### src/rtl/stereo_capture_sequencer.sv
// stereo_capture_sequencer: aligns two camera frame starts, gates RAM writes, then hands the frozen pair to one reader
module stereo_capture_sequencer #(
    parameter int SYNC_WIN = 4096,
    parameter int LINES    = 240,
    parameter int TIMEOUT  = 4194304
) (
    input  logic        sysclk,
    input  logic        rst_n,
    input  logic [1:0]  vsync,
    input  logic [1:0]  href,
    input  logic        start,
    input  logic        continuous,
    input  logic        clr_err,
    output logic [1:0]  capture_en,
    output logic        frame_valid,
    input  logic        rd_req,
    output logic        rd_gnt,
    input  logic        rd_done,
    output logic        busy,
    output logic [15:0] skew,
    output logic [8:0]  line_cnt_r,
    output logic [8:0]  line_cnt_l,
    output logic        err_skew,
    output logic        err_lines,
    output logic        err_timeout
);
    localparam int TW = $clog2(TIMEOUT);
    typedef enum logic [2:0] {IDLE, ARM, ALIGN, CAPTURE, HOLD, READ} state_t;
    state_t state;
    logic [1:0] vs_s1, vs_s2, vs_h, hr_s1, hr_s2, hr_h, done;
    logic [1:0] vs_fall, vs_rise, hr_rise;
    logic [15:0] skew_cnt, skew_nxt;
    logic [TW-1:0] to_cnt;
    always_ff @(posedge sysclk or negedge rst_n) begin
        if (!rst_n) begin
            {vs_s1, vs_s2, vs_h, hr_s1, hr_s2, hr_h} <= '0;
        end else begin
            vs_s1 <= vsync;
            vs_s2 <= vs_s1;
            vs_h  <= vs_s2;
            hr_s1 <= href;
            hr_s2 <= hr_s1;
            hr_h  <= hr_s2;
        end
    end
    assign vs_fall  = vs_h & ~vs_s2;
    assign vs_rise  = ~vs_h & vs_s2;
    assign hr_rise  = ~hr_h & hr_s2;
    assign skew_nxt = &skew_cnt ? skew_cnt : skew_cnt + 1'b1;
    assign busy     = state inside {ARM, ALIGN, CAPTURE};
    always_ff @(posedge sysclk or negedge rst_n) begin
        if (!rst_n) begin
            state       <= IDLE;
            capture_en  <= '0;
            frame_valid <= 1'b0;
            rd_gnt      <= 1'b0;
            skew        <= '0;
            skew_cnt    <= '0;
            line_cnt_r  <= '0;
            line_cnt_l  <= '0;
            done        <= '0;
            to_cnt      <= '0;
            err_skew    <= 1'b0;
            err_lines   <= 1'b0;
            err_timeout <= 1'b0;
        end else begin
            if (clr_err)
                {err_skew, err_lines, err_timeout} <= '0;
            if (hr_rise[0] && capture_en[0] && line_cnt_r != 9'h1ff)
                line_cnt_r <= line_cnt_r + 1'b1;
            if (hr_rise[1] && capture_en[1] && line_cnt_l != 9'h1ff)
                line_cnt_l <= line_cnt_l + 1'b1;
            to_cnt <= busy ? to_cnt + 1'b1 : '0;
            if (busy && to_cnt == TW'(TIMEOUT - 1)) begin
                err_timeout <= 1'b1;
                capture_en  <= '0;
                done        <= '0;
                state       <= IDLE;
            end else begin
                case (state)
                    IDLE: if (start) begin
                        line_cnt_r <= '0;
                        line_cnt_l <= '0;
                        state      <= ARM;
                    end
                    // Counters restart on every frame start so a failed attempt keeps its counts visible while re-armed
                    ARM: if (|vs_fall) begin
                        capture_en <= vs_fall;
                        line_cnt_r <= '0;
                        line_cnt_l <= '0;
                        done       <= '0;
                        skew_cnt   <= '0;
                        if (&vs_fall)
                            skew <= '0;
                        state <= &vs_fall ? CAPTURE : ALIGN;
                    end
                    ALIGN: if (|(vs_fall & ~capture_en)) begin
                        capture_en <= 2'b11;
                        skew       <= skew_nxt;
                        state      <= CAPTURE;
                    end else if (skew_nxt == 16'(SYNC_WIN)) begin
                        err_skew   <= 1'b1;
                        capture_en <= '0;
                        line_cnt_r <= '0;
                        line_cnt_l <= '0;
                        state      <= ARM;
                    end else begin
                        skew_cnt <= skew_nxt;
                    end
                    CAPTURE: if (&done) begin
                        if (line_cnt_r == 9'(LINES) && line_cnt_l == 9'(LINES)) begin
                            frame_valid <= 1'b1;
                            state       <= HOLD;
                        end else begin
                            err_lines <= 1'b1;
                            state     <= ARM;
                        end
                    end else begin
                        capture_en <= capture_en & ~vs_rise;
                        done       <= done | (vs_rise & capture_en);
                    end
                    HOLD: if (rd_req) begin
                        rd_gnt <= 1'b1;
                        state  <= READ;
                    end else if (start) begin
                        frame_valid <= 1'b0;
                        state       <= ARM;
                    end
                    READ: if (rd_done) begin
                        rd_gnt      <= 1'b0;
                        frame_valid <= ~continuous;
                        state       <= continuous ? ARM : HOLD;
                    end
                    default: state <= IDLE;
                endcase
            end
        end
    end
endmodule
### config.mk
export PLATFORM = sky130hd
export DESIGN_NAME = stereo_capture_sequencer
export DESIGN_NICKNAME = d
export VERILOG_FILES = /design/src/rtl/stereo_capture_sequencer.sv
export SDC_FILE = /design/constraint.sdc
export NUM_CORES = 1
export LEC_CHECK = 0
export BUFFER_PORTS_ARGS = -buffer_cell sky130_fd_sc_hd__buf_2
export CORE_MARGIN = 8
export CORE_UTILIZATION = 64
export CTS_CLUSTER_DIAMETER = 100
export DETAILED_ROUTE_END_ITERATION = 10
export PLACE_DENSITY = 0.84
export REMOVE_ABC_BUFFERS = 1
export SLEW_MARGIN = 10
export SYNTH_ARGS = -nofsm -noshare
export SYNTH_HDL_FRONTEND = slang
export SYNTH_SLANG_ARGS = --single-unit
### constraint.sdc
create_clock -name sysclk -period 8.3 [get_ports sysclk]
set_input_delay 1.245 -clock sysclk [delete_from_list [all_inputs] [get_ports sysclk]]
set_output_delay 1.245 -clock sysclk [all_outputs]
set_load 0.05 [all_outputs]
# After elaboration in Yosys (flattened, before gate mapping)
# Index checks and enable logic that the tools add are counted.
# totals
regBits	96
input_bits	11
output_inout_bits	42
# op_classes
addsub	4
eq_ne	27
muxes	67
bitwise	14
n_reduce_logical	26
# ops
cell	count
$mux W16	7
$mux W9	12
$pmux W16 S2	2
$pmux W9 S3	2
$mux W3	10
$add A22 B1 Y22 const B	1
$eq A22 B22 Y1 const B	1
$mux W22	1
$mux W1	20
$add A9 B1 Y9 const B	2
$eq A9 B8 Y1 const B	2
$ne A9 B9 Y1 const B	2
$pmux W3 S6	1
$add A16 B1 Y16 const B	1
$eq A16 B13 Y1 const B	1
$mux W2	8
$reduce_and A16 Y1	1
$and A2 B2 Y2	6
$ne A2 B2 Y1 const B	6
$reduce_and A4 Y1	3
$ne A2 B1 Y1 const B	5
$not A2 Y2	5
$reduce_and A5 Y1	2
$reduce_bool A3 Y1	3
other kinds (20)	34

# Depth between registers and ports, before layout
# Gate-level depths: netlist of the first run.
# logic_depth
depth_word	9
depth_mapped	12
ltp_nobuf	10

# Worst setup path after synthesis of the first run
# Ideal clock, no wire load.
# synth_timing
path_kind	register to register
start	reg skew_cnt[0]
end	reg skew_cnt[12]
arrival_ns	2.684
setup_slack_ns	5.494
path_stages_with_launch	12
cell_sequence	dfrtp_1 ha_1 nand4_1 buf_2 nor4_1 xnor2_1 nand4_1 or4_1 buf_6 nor3b_4 buf_6 a32o_1
# synth_between
elab_chain_len	5
word_cells_on_any_way	9
cone_classes	add/sub: 1; eq/ne: 2; mux: 4; reduce/logical: 2
# synth_rtl
element	line_no	rtl
from (decl)	32	logic [15:0] skew_cnt, skew_nxt;
from (signal assigned)	108	skew_cnt <= skew_nxt;
$add A16 B1 Y16 or $reduce_and A16 Y1 (tied branches)	49	assign skew_nxt = &skew_cnt ? skew_cnt : skew_cnt + 1'b1;
$mux W16 (*)	49	
$eq A16 B13 Y1 or $mux W16 (tied branches)	101	end else if (skew_nxt == 16'(SYNC_WIN)) begin
$ne A2 B2 Y1 (no source line) or $mux W16 (tied branches)	--	
$reduce_and A5 Y1 (no source line) or $pmux W16 S2 (tied branches)	--	
# Mark *: on every way between the ends. The rest lies on a longest branch, timed or not. The select of a mux whose other input is x is not followed.
# A chain may end at the register's enable or synchronous reset.

# Worst setup path after layout of the first run
# layout_timing
start	reg skew_cnt[0]
end	reg skew_cnt[6]
# The elaborated chain is that of the path after synthesis.

==> results of run 1 <==
[through the flow]
step           utilization  cell area [sq um]
6_report             0.719               5560
5_1_grt              0.719               5560
4_1_cts              0.719               5560
3_5_place_dp         0.694               5360
3_3_place_gp         0.694               5360
2_1_floorplan            -               4930
[worst register-to-register path, stage by stage (launching register included)]
cell and delay [ns]:
dfrtp_1 0.46, ha_1 0.32, nand4_1 0.39, nor3_1 0.40
mux2_2 0.25, nand4_1 0.09, or4_1 0.66, nand2_2 0.29
a21o_2 0.25, a22o_1 0.16
[sequential cells by signal (all words and copies together) (netlist names), 3 cells and up]
register	count
line_cnt_l	9
line_cnt_r	9
skew	16
to_cnt	22
state	3
skew_cnt	16
[power by group through the flow]
| stage | clock network (mW) | registers (mW) | logic (mW) |
|---|---|---|---|
| 2_1_floorplan | 0 | 0.587 | 0.198 |
| 3_3_place_gp | 0 | 0.558 | 0.325 |
| 3_5_place_dp | 0 | 0.561 | 0.335 |
| 4_1_cts | 0.315 | 0.551 | 0.336 |
| 5_1_grt | 0.332 | 0.559 | 0.368 |
| 6_report | 0.309 | 0.552 | 0.334 |
[Yosys cell counts (4+ instances only)]
cell / number
buf_4: 4
a22o_1: 5
nor3_1: 15
clkbuf_1: 16
nand4_1: 20
or4_1: 4
inv_1: 16
nand3_1: 27
nor2_1: 71
and4_1: 7
nand2_1: 62
o21ai_0: 28
nor4_1: 7
o211ai_1: 6
dfrtp_1: 96
xor2_1: 23
mux2_2: 6
xnor2_1: 16
buf_6: 4
buf_2: 6
o31ai_1: 7
nand2b_1: 4
and3_1: 6
ha_1: 8
nor2b_1: 5
a21oi_1: 23
mux2i_1: 6
[final cells by class]
class | count | area [sq um] | area share
multi-input combinational | 406 | 2470 | 0.445
sequential | 96 | 2400 | 0.432
timing repair buffer | 57 | 300 | 0.0540
tap | 102 | 128 | 0.0230
clock buffer | 9 | 124 | 0.0223
clock inverter | 7 | 70.1 | 0.0126
inverter | 16 | 60.1 | 0.0108
[final timing paths]
check | slack (ns) | end | cells after the start
setup / recovery | 4.96 | skew_cnt[6] | 9
hold / removal | 0.36 | hr_s2[1] | 0
setup reg to reg | 4.96 | skew_cnt[6] | 9
hold reg to reg | 0.36 | hr_s2[1] | 0
max in group asynchronous | 6.34 | capture_en[0] | 2
min in group asynchronous | 0.75 | skew[7] | 1
[cell families (layout without fill, tap and decap cells)]
| logic type | after synthesis | count (layout) | share of synthesized area |
|---|---|---|---|
| AO/OA/AOI/OAI | 101 | 101 | 0.130 |
| XOR/XNOR | 39 | 39 | 0.0670 |
| adder cells (fa/ha/maj) | 8 | 8 | 0.0196 |
| buffers and inverters | 46 | 89 | 0.0442 |
| flip-flops | 96 | 96 | 0.471 |
| multiplexers | 12 | 12 | 0.0250 |
| AND/OR/NAND/NOR | 246 | 246 | 0.243 |
[per-layer routing]
metal / track usage / vias up
met5: 0 / -
met4: 0.0999 / 0
met1: 0.281 / 2041
met3: 0.0530 / 22
met2: 0.354 / 154
li1: - / 2022
==> impl_summary.md, run 1 <==
Setup path
Among cell families on the critical path, the largest total delay comes from simple AND/OR/NAND/NOR gates. The first element of the critical path is skew_cnt[0]. The worst setup path is captured at a flop. The origin of the critical flop-to-flop path is skew_cnt[0]. The delay contributed by the slowest stage of the critical path is about 0.66 ns. Counting both buffers and inverters, the worst setup path holds a total of 0. In this run the worst path has a maximum fanout of 12.

The signal on the critical path passes through ha_1, nand4_1, nor3_1, mux2_2, nand4_1, or4_1, nand2_2, a21o_2, a22o_1. The data arrival time of the worst path is around 3.6 ns. The most frequent cell on the critical path is nand4_1. STA classifies the critical path startpoint as a flop. The standard cell with the maximum stage delay on the critical path is or4_1. For the worst setup path, the data required time is 8.60 ns. The critical path is of the flop to flop type.

Timing
Setup repair after global routing left no endpoint under its margin. The final critical delay including setup and external delays is 3.34 ns. The count of pins over their slew limit is 0. The total setup violations reported at the end of the flow is 0. The post-route clock period utilization is 0.403.

For this run, the top clock speed supported by timing is roughly 300 MHz. For the pin with the worst max-slew slack, the measured transition is 0.937 ns. For the final routed database, the setup TNS stands at 0 ns.

The least setup slack across all paths after layout is 4.96 ns. The tightest hold margin is approximately 0.36 ns. For the final database, setup skew stands at between 0.01 and 0.015 ns. The number of hold violations in the final report is 0. In this run the tightest slew margin relative to its limit is 0.374.

Yosys
Counting flops with a built-in enable in the synthesized netlist gives 0. Dividing the synthesized area by the synthesized cell count gives 9.31 sq um. The cell count after synthesis came out at about 550. The cell type with the largest total area after synthesis is dfrtp_1. The count of distinct cell types in the synthesized netlist is between 50 and 60. The synthesis warning total is 0.

After synthesis, the cell types taking the most area are dfrtp_1, nor2_1, nand2_1, xor2_1, o21ai_0. The most used flip-flop cell after synthesis is dfrtp_1. In this run, synthesis produced a sequential element count of 96.

The share of synthesized area in the top cell type comes to 0.471. The cell area after synthesis is 5100 sq um. For this run, asynchronously set or reset flops after synthesis account for 1.00. For this run, the register share of the synthesized area comes to 0.471.

Placed design
In this run the tool buffered the top-level ports with 52 buffer cells. The number of placed instances, taps included, is 677. The worst slack at placement is 5.00 ns.

The last weighted congestion value of the routability-driven placer is ~0.93. The HPWL after detailed placement is 8.48 mm.

Cells and area
The final layout contains 605 nets. The area added between synthesis and finish is 8.95%. The top cell types in the final layout, fill and taps aside, are dfrtp_1, nor2_1, nand2_1, buf_2. The number of standard cells in the layout, taps in and fillers out is slightly below 700. The most common cell after layout, fill and taps aside is dfrtp_1.

The filler cells instantiated in the layout total 586. 0 antenna diodes ended up in the layout. The share of post-route cells with drive strength above 1 is 0.154.

Clock network
The buffer cell driving the clock tree root is clkbuf_8. The number of gates resized after CTS is 0. The number of clock sinks is 96. For the worst-skew pair, the clock arrives at the later sink with an insertion delay of 0.37 ns. In this run the deepest clock path goes through 2 buffers.

The CTS buffer count is 9. The H-tree depth is 3. The number of setup buffers added after CTS is 0. For this design, the CTS-stage hold fixing added 0 buffers. The clock slew at the register clock pins of the worst setup and hold paths is roughly 0.10 ns. The clock tree from TritonCTS is built.

Routing
The detailed router used layers up to and including met4. The number of design-rule violations left by the first detailed-router iteration is 266. The via count of the routed design is around 4,200. The detail route stage leaves a number of antenna-violating nets equal to 0. The number of search-and-repair iterations in the first detailed-routing pass is 4. The final routed DRC violation total is 0.

The wire length on met3 is ~740 um. For this block, the routed nets add up to 11.8 mm of wire. The routed metal-1 wirelength is 5.07 mm. Dividing the detail-routed wire length by the instance count gives 17.0 um. In the detailed route, the total length drawn on met2 is 5.74 mm.

After detailed routing, the number of vias per cell comes to 6.12.

Floorplanning
The floorplan has 32 rows. The area of the die is 11,100 sq um. The floorplan step defined a core boundary enclosing 7730 sq um. The top-level port count is 53. The floorplan step set the die width to 105 um.

In this run the vertical extent of the chip is 105 um. The initial standard-cell utilization of the core is 0.660.

Power and ir drop
The switching portion of total power is 0.383. The analysis attributes to cell leakage a power of 2.54 nW. The analysis attributes to net switching a power of 0.458 mW. The total power per unit cell area is around 220 nW/um^2. The relative contribution of the clock network to total power is 0.259.

The share of total power dissipated in sequential elements is 0.462. The part of the total power dissipated in combinational logic is 0.280. The internal power is between 0.7 and 0.8 mW. Summing internal, switching and leakage power gives 1.20 mW. Across the VDD grid, the largest voltage drop is between 0.1 and 0.15 mV.

Global route
Entering global routing, the biggest net connects 74 pins. The total global routing track utilization is 0.222. The number of antenna violations at the first check in global routing came to 0. The overall overflow remaining after global route is 0.

The number of global-route vias before repair is 4,278. The first global-routing pass estimated 20.4 mm of wire.

Run status
The flow ran to the end, and the final reports show no timing, DRC or antenna violations.

Min path
The worst min-delay path category is flop to flop. In this run the most critical hold path is launched from hr_s1[1].

Job
The tool flagged a number of max-cap violations equal to 0.
Power figures use the tool's default switching activity.
==> run 2: changes to the inputs <==
--- a/config.mk
+++ b/config.mk
@@ -7,10 +7,10 @@
 export LEC_CHECK = 0
 export BUFFER_PORTS_ARGS = -buffer_cell sky130_fd_sc_hd__buf_2
 export CORE_MARGIN = 8
-export CORE_UTILIZATION = 64
+export CORE_UTILIZATION = 53
 export CTS_CLUSTER_DIAMETER = 100
 export DETAILED_ROUTE_END_ITERATION = 10
-export PLACE_DENSITY = 0.84
+export PLACE_DENSITY = 0.74
 export REMOVE_ABC_BUFFERS = 1
 export SLEW_MARGIN = 10
 export SYNTH_ARGS = -nofsm -noshare
==> constraint.sdc (replaced) <==
create_clock -name sysclk -period 2.75 [get_ports sysclk]
set_input_delay 0.4125 -clock sysclk [delete_from_list [all_inputs] [get_ports sysclk]]
set_output_delay 0.4125 -clock sysclk [all_outputs]
set_load 0.05 [all_outputs]
==> impl_summary.md, run 2 (synthesis gave the netlist of run 1 again) <==
Cells and area
The number of flip-flops in the largest register is 22. The count of fill cells added during filler insertion is 821. Compared with the post-synthesis result, the final layout area differs by 19.6%. The number of antenna diodes in the final layout is 0. In the layout the commonest cells are dfrtp_1, nor2_1, nand2_1, buf_2, buf_4. In the final layout, the registers with the most flip-flops are to_cnt x22, skew x16, skew_cnt x16. The register with the most flip-flops in the final layout is to_cnt. The most common cell after layout, fill and taps aside is dfrtp_1. At the end of the flow, the number of nets in the layout was 654. In the final layout, the share of cells above drive strength 1 is 0.236.

Setup path
The worst setup path is captured at a flop. The critical path contains buffers and inverters numbering 3 combined. In this run the critical register-to-register path is launched from skew_cnt[1]. The worst-path maximum fanout is 6. The end of the worst register-to-register path is line_cnt_r[1]. The classification of the worst setup path is flop to flop. The critical path goes through ha_2, buf_4, and4_1, a21o_1, o21ai_1, nand2_1, or4_4, buf_6, a21oi_4, clkbuf_16, nor2_1. The endpoint required time on the critical path is 3.02 ns.

The startpoint type of the worst setup path is a flop. The kind of cell with the highest combined delay on the critical path is simple AND/OR/NAND/NOR gates. The delay contributed by the slowest stage of the critical path is around 0.62 ns. The depth of the most critical reg-to-reg path is 11.

The data arrival time of the worst path is ~3.0 ns. The reg2reg setup slack is 0.01 ns. On the critical path, the stage with the largest delay is an instance of or4_4.

Floorplanning
Measured along the y axis, the die boundary spans roughly 110 um. The floorplan step defined a die boundary enclosing 13,000 sq um. In this run the count of I/O pins placed on the die edge is between 50 and 60. The number of placement rows is 36. The initial standard-cell utilization of the core is 0.534. In this run the horizontal extent of the chip is 114 um.

The core region is 9550 sq um.

Clock network
The buffer cell driving the clock tree root is clkbuf_8. The H-tree generated during clock tree synthesis spans 3 levels. The quantity of hold-fixing buffers added after cts is 0.

TritonCTS built the clock tree. The maximum root-to-sink buffer count is 2. CTS saw 96 sinks. Buffers inserted during clock tree synthesis total 9. The insertion delay to the later sink of the worst-skew pair is 0.38 ns. Clock-pin slew was measured on the worst setup and hold paths at 0.10 ns.

Routing
The routed design has between 10 and 15 mm of wire. In the final routed layout, each cell accounts on average for 16.8 um. The final route contains 4,417 vias.

The number of vias per cell after detailed routing is about 5.7. For this run, design rule violations remaining after detail routing come to 0. The count of antenna-violating nets left after detailed routing is 0. After the first detailed-routing iteration, the DRC count stood at between 300 and 400. The number of search-and-repair iterations in the first detailed-routing pass is 5.

Timing
The post-route clock period utilization is 0.995. The total setup violations reported at the end of the flow is 0. Setup repair after global routing could not meet its margin everywhere.

In this run the tightest slew margin relative to its limit is 0.522. For the finished layout, the period the worst path requires is 2.74 ns. The timing-limited maximum frequency is 365 MHz. The slew at the pin closest to its max-slew limit is 0.717 ns. The number of hold violations in the final report is 0. The post-route clock skew is between 0.01 and 0.015 ns.

The tightest hold margin is 0.0317 ns. The count of pins over their slew limit came to 0.

Power and ir drop
The analysis attributes to net switching a power of 1.47 mW. The internal power is 2.46 mW. The relative contribution of the clock network to total power is 0.263. VDD sags by at most between 0.5 and 0.6 mV. For this design the static power due to leakage is 2.82 nW. The share of total power dissipated in sequential elements is 0.408. Of the total power, the share spent switching nets is 0.373. The design draws ~4 mW. The total power per unit cell area is 644 nW/um^2. The part of the total power dissipated in combinational logic is 0.328.

Global route
The number of antenna violations at the first check in global routing is 0. The number of global-route vias before repair is 4,293. For this run, the total global-route usage over all layers was measured as 0.202. The total overflow left after global routing is 0. The largest net degree at the start of global routing is between 50 and 60. The first global-routing pass estimated between 20 and 25 mm of wire.

Run status
The flow ran to the end, and the final reports show no timing, DRC or antenna violations.

Placed design
The total of buffers placed on input and output ports is 52. The HPWL after detailed placement is 9.07 mm. The last weighted congestion value of the routability-driven placer is slightly above 0.9.

Min path
The worst min-delay path category is input pin to async pin.

Job
The number of maximum-capacitance violations is 0.
==> run 2: changes by cell type in the layout (fill, tap and decap cells not counted), moves of 2 or more <==
cell,previous run,this run
buf_6,0,2
inv_6,2,0
or4_1,4,2
nor3_1,15,13
nor4_2,1,5
nor3_2,0,2
buf_4,6,49
buf_12,0,2
nor4_1,7,3
or4_4,0,2
==> run 2: per-stage QoR <==
| step | utilization | cell area [sq um] | setup TNS, ns | instances | worst slack (ns) |
|---|---|---|---|---|---|
| floorplan | - | 4930 | -15.40 | 518 | -0.723 |
| global placement | 0.602 | 5750 | 0 | 751 | 0.0242 |
| detailed placement | 0.602 | 5750 | -1.21 | 751 | -0.0933 |
| CTS | 0.628 | 6000 | 0 | 768 | 0.00488 |
| global route | 0.639 | 6100 | -1.00 | 773 | -0.0696 |
| finish | 0.639 | 6100 | 0 | 773 | 0.0127 |
==> run 2: repair_timing <==
| action | 4_1_cts | 5_1_grt |
|---|---|---|
| buffers inserted | 0 | 3 |
| gates resized for setup | 3 | 11 |
| hold endpoints to repair | 0 | 0 |
| gates cloned | 1 | 2 |
| pin swaps | 0 | 7 |
| endpoints found under the setup margin | 32 | 38 |
==> run 2: layout make-up <==
type	count	area, sq um	share of cell area
Timing Repair Buffer	105	711	0.116
Clock inverter	7	95.1	0.0156
Clock buffer	9	124	0.0203
Sequential cell	96	2400	0.394
Inverter	16	60.1	0.00984
Multi-Input combinational cell	407	2540	0.417
Tap cell	133	166	0.0273
==> run 2: worst max path at each step <==
| stage | start | to | slack, ns | cells past startpoint |
|---|---|---|---|---|
| after detailed placement | skew_cnt[1] | skew_cnt[2] | -0.09 | 9 |
| after CTS | skew_cnt[1] | line_cnt_l[4] | 0.005 | 10 |
| after global placement | skew_cnt[1] | capture_en[0] | 0.02 | 9 |
| after floorplan | state[0] | line_cnt_l[0] | -0.72 | 6 |
| final | skew_cnt[1] | line_cnt_r[1] | 0.01 | 11 |
| after global routing | skew_cnt[1] | line_cnt_r[1] | -0.07 | 10 |
==> run 2: worst reg2reg max path: stages, from the launching register on <==
cell and delay (ns):
dfrtp_1 0.43, ha_2 0.20, buf_4 0.15, and4_1 0.26
a21o_1 0.19, o21ai_1 0.09, nand2_1 0.10, or4_4 0.62
buf_6 0.16, a21oi_4 0.20, clkbuf_16 0.19, nor2_1 0.04
==> run 2: metal layers <==
metal / vias up / GRT usage / wire [um]
met2: 144 / 0.323 / 6130
met3: 27 / 0.0359 / 693
met4: 0 / 0.0807 / 301
met1: 2129 / 0.265 / 5870
met5: - / 0 / 0
li1: 2117 / - / -
==> run 2: power groups by stage <==
stage | Combinational (mW) | Clock (mW) | Sequential, mW
finish | 1.29 | 1.03 | 1.61
global route | 1.41 | 1.11 | 1.62
CTS | 1.21 | 1.05 | 1.60
detailed placement | 1.18 | 0 | 1.63
global placement | 1.16 | 0 | 1.63
floorplan | 0.599 | 0 | 1.77
==> run 3: changes to the inputs <==
--- a/config.mk
+++ b/config.mk
@@ -5,9 +5,11 @@
 export SDC_FILE = /design/constraint.sdc
 export NUM_CORES = 1
 export LEC_CHECK = 0
+export ABC_AREA = 1
 export BUFFER_PORTS_ARGS = -buffer_cell sky130_fd_sc_hd__buf_2
 export CORE_MARGIN = 8
 export CORE_UTILIZATION = 53
+export CTS_BUF_LIST = sky130_fd_sc_hd__clkbuf_16
 export CTS_CLUSTER_DIAMETER = 100
 export DETAILED_ROUTE_END_ITERATION = 10
 export PLACE_DENSITY = 0.74
==> impl_summary.md, run 3 <==
Routing
The wire length reported by the detailed router is 11.2 mm. The number of search-and-repair iterations in the first detailed-routing pass is 5. The count of antenna-violating nets left after detailed routing is 0.

The final routed DRC violation total is 0. The final route contains roughly 4,400 vias. The detailed-route wire length per cell is 13.7 um.

After the first detailed-routing iteration, the DRC count stood at 214. The number of vias per cell after detailed routing is between 5 and 6.

Global route
The largest net degree at the start of global routing is 52. The first global-routing pass estimated 19.4 mm of wire. Summed over all layers, the global routing overflow is 0.

The number of global-route vias before repair came to 4,279. The total global routing track utilization is 0.183. The number of antenna violations at the first check in global routing is 0.

Timing
The number of hold violations in the final report came to 0. The final critical delay including setup and external delays is between 2 and 2.5 ns. The post-route setup TNS is 0 ns.

The slew at the pin closest to its max-slew limit is 0.661 ns. The least setup slack across all paths after layout is 0.264 ns. Headroom to the max-slew limit came out at 0.559. Setup repair after global routing left no endpoint under its margin.

Between clock sinks in the finished design, the worst skew comes to 0.00715 ns. The timing-limited maximum frequency is between 400 and 500 MHz. The post-route clock period utilization is 0.904. The total setup violations reported at the end of the flow is 0. The count of pins over their slew limit is 0.

Yosys
The share of the Yosys chip area taken by registers is 0.479. Among all cell types in the netlist, the one instantiated most often is nand2_1. A synthesized cell averages 7.77 sq um. The fraction of synthesized cell area taken by the top area cell type is 0.479. The netlist uses 37 different library cells.

After synthesis the netlist holds a flip-flop and latch count of 96. The synthesis warning total is 0. The cell type with the largest total area after synthesis is dfrtp_1. The commonest register cell after synthesis is dfrtp_1.

The number of enable flip-flop cells after synthesis is 0. The cell area that synthesis handed to floorplanning was 5020 sq um. Counting every instance in the synthesized netlist gives 646. By area the synthesized netlist is led by dfrtp_1, nand2_1, inv_1, nor2_1, o21ai_0. Ranked by instance count, the synthesized netlist is headed by nand2_1, dfrtp_1, inv_1, nor2_1, o21ai_0. Of all flip-flops after synthesis, the portion carrying an async set or reset was 1.00.

Clock network
The clock tree from TritonCTS is built. Buffers inserted during clock tree synthesis total 9. The maximum root-to-sink buffer count is 2. The buffer cell driving the clock tree root is clkbuf_16. For the worst-skew pair, the clock arrives at the later sink with an insertion delay of around 0.34 ns. The number of clock sinks is 96. The clock tree synthesis step divided the H-tree into 3 levels. After clock tree synthesis, the clock-pin slew on the worst setup and hold paths is 0.07 ns.

After clock tree synthesis, the setup repair step added 0 buffers.

Cells and area
The number of antenna repair diodes is 0. Leaving out fill and tap cells, the most frequent cell in the layout is nand2_1. In the layout the commonest cells are nand2_1, dfrtp_1, inv_1, nor2_1, o21ai_0.

The largest registers in the layout are to_cnt x22, skew x16, skew_cnt x16. The number of nets at the end of the flow is 724. The number of flip-flops in the largest register is 22. More flip-flops sit in one register than any other, and that register is to_cnt. Compared with the post-synthesis result, the final layout area differs by 14.4%. Of the cells placed in the final design, the portion with a size suffix greater than 1 is 0.152.

Min path
The worst min-delay path category is input pin to async pin.

Power and ir drop
Power comes to 4.44 mW. For this design the ratio of total power to cell area is 773 nW/um^2. The maximum resistive drop on vdd is 0.514 mV. The static leakage is 2.84 nW.

Run status
The run finished with clean final reports.

Placed design
The last weighted congestion value of the routability-driven placer is 0.907. The worst slack at placement is 0.228 ns. Port buffering added between 50 and 60 buffers. The HPWL after detailed placement is 8.29 mm.

Setup path
The worst setup path is launched from a flop. The worst-path maximum fanout is 10. The end of the worst register-to-register path is capture_en[0]. The depth of the most critical reg-to-reg path is 15. In this run the worst setup path begins at skew_cnt[0]. The worst register-to-register path has a setup slack of approximately 0.26 ns.

STA classifies the critical path endpoint as a flop. The classification of the worst setup path is flop to flop. The capturing instance or port of the critical path is capture_en[0]. The origin of the critical flop-to-flop path is skew_cnt[0].

The data arrival time of the worst path is 2.72 ns. Data on the critical path is required at its endpoint by 2.98 ns.

Floorplanning
The top-level port count is 53. The die outline width is around 110 um. The number of placement rows is 35.

The initial utilization of the core area, before any placement, comes to 0.546. The core region is 9200 sq um. The die covers 12,800 sq um. In this run the vertical extent of the chip is 113 um.

Job
The number of maximum-capacitance violations is 0.
run 3: what timing repair did:
item / 4_1_cts / 5_1_grt
resized for setup: 0 / 3
setup endpoints to repair: 0 / 37
hold buffers: 0 / 0
endpoints found under the hold margin: 0 / 0
run 3: stage by stage:
step / area (sq um) / hold slack, ns / util / cells
finish: 5740 / 0.0903 / 0.624 / 821
floorplan: 4960 / 0.117 / - / 635
detailed placement: 5430 / 0.336 / 0.590 / 805
CTS: 5730 / 0.126 / 0.623 / 821
global placement: 5430 / 0.333 / 0.590 / 805
global route: 5740 / 0.143 / 0.624 / 821
run 3: metal layers:
layer,wire (um),track usage,vias up
met3,529,0.0261,14
met5,0,0,-
met1,5120,0.229,2059
li1,-,-,2212
met2,5420,0.311,91
met4,172,0.0755,0
run 3: worst min path at each step:
stage	slack (ns)	endpoint
after floorplan	0.12	capture_en[0]
after global placement	0.33	vs_s2[1]
after detailed placement	0.34	vs_s2[1]
after CTS	0.13	line_cnt_r[5]
after global routing	0.14	line_cnt_r[5]
final	0.09	line_cnt_r[5]
run 3: cell type report:
class | instances | area (sq um)
flip-flops and latches | 96 | 2400
fillers | 792 | 3450
repair buffers | 59 | 332
multi-input cells | 458 | 2260
clock inverters | 7 | 78.8
clock buffers | 9 | 225
inverters | 81 | 304
well taps | 111 | 139
run 3: power by group:
group,switching [mW],leakage [nW],internal [mW]
sequential,0.128,1.30,1.54
clock,0.554,0.144,0.716
combinational,1.09,1.40,0.410
run 3: logic make-up after synthesis:
group,count (synthesis),synth area share
buffers and inverters,92,0.0723
AND/OR/NAND/NOR,350,0.310
flip-flops,96,0.479
AO/OA/AOI/OAI,86,0.0950
adder cells (fa/ha/maj),8,0.0199
XOR/XNOR,14,0.0244
run 3: critical path, stage by stage (launching register included):
cell and delay, ns:
dfrtp_1 0.45, ha_1 0.27, nand2_1 0.09, nor2_2 0.06
nand2_4 0.11, nor2_8 0.06, inv_2 0.16, nand3_1 0.12
nor2_1 0.16, nand2_1 0.08, nor2_1 0.20, nand2_2 0.12
nand2_1 0.20, nand3_1 0.15, nand2_1 0.08, nand2_1 0.05
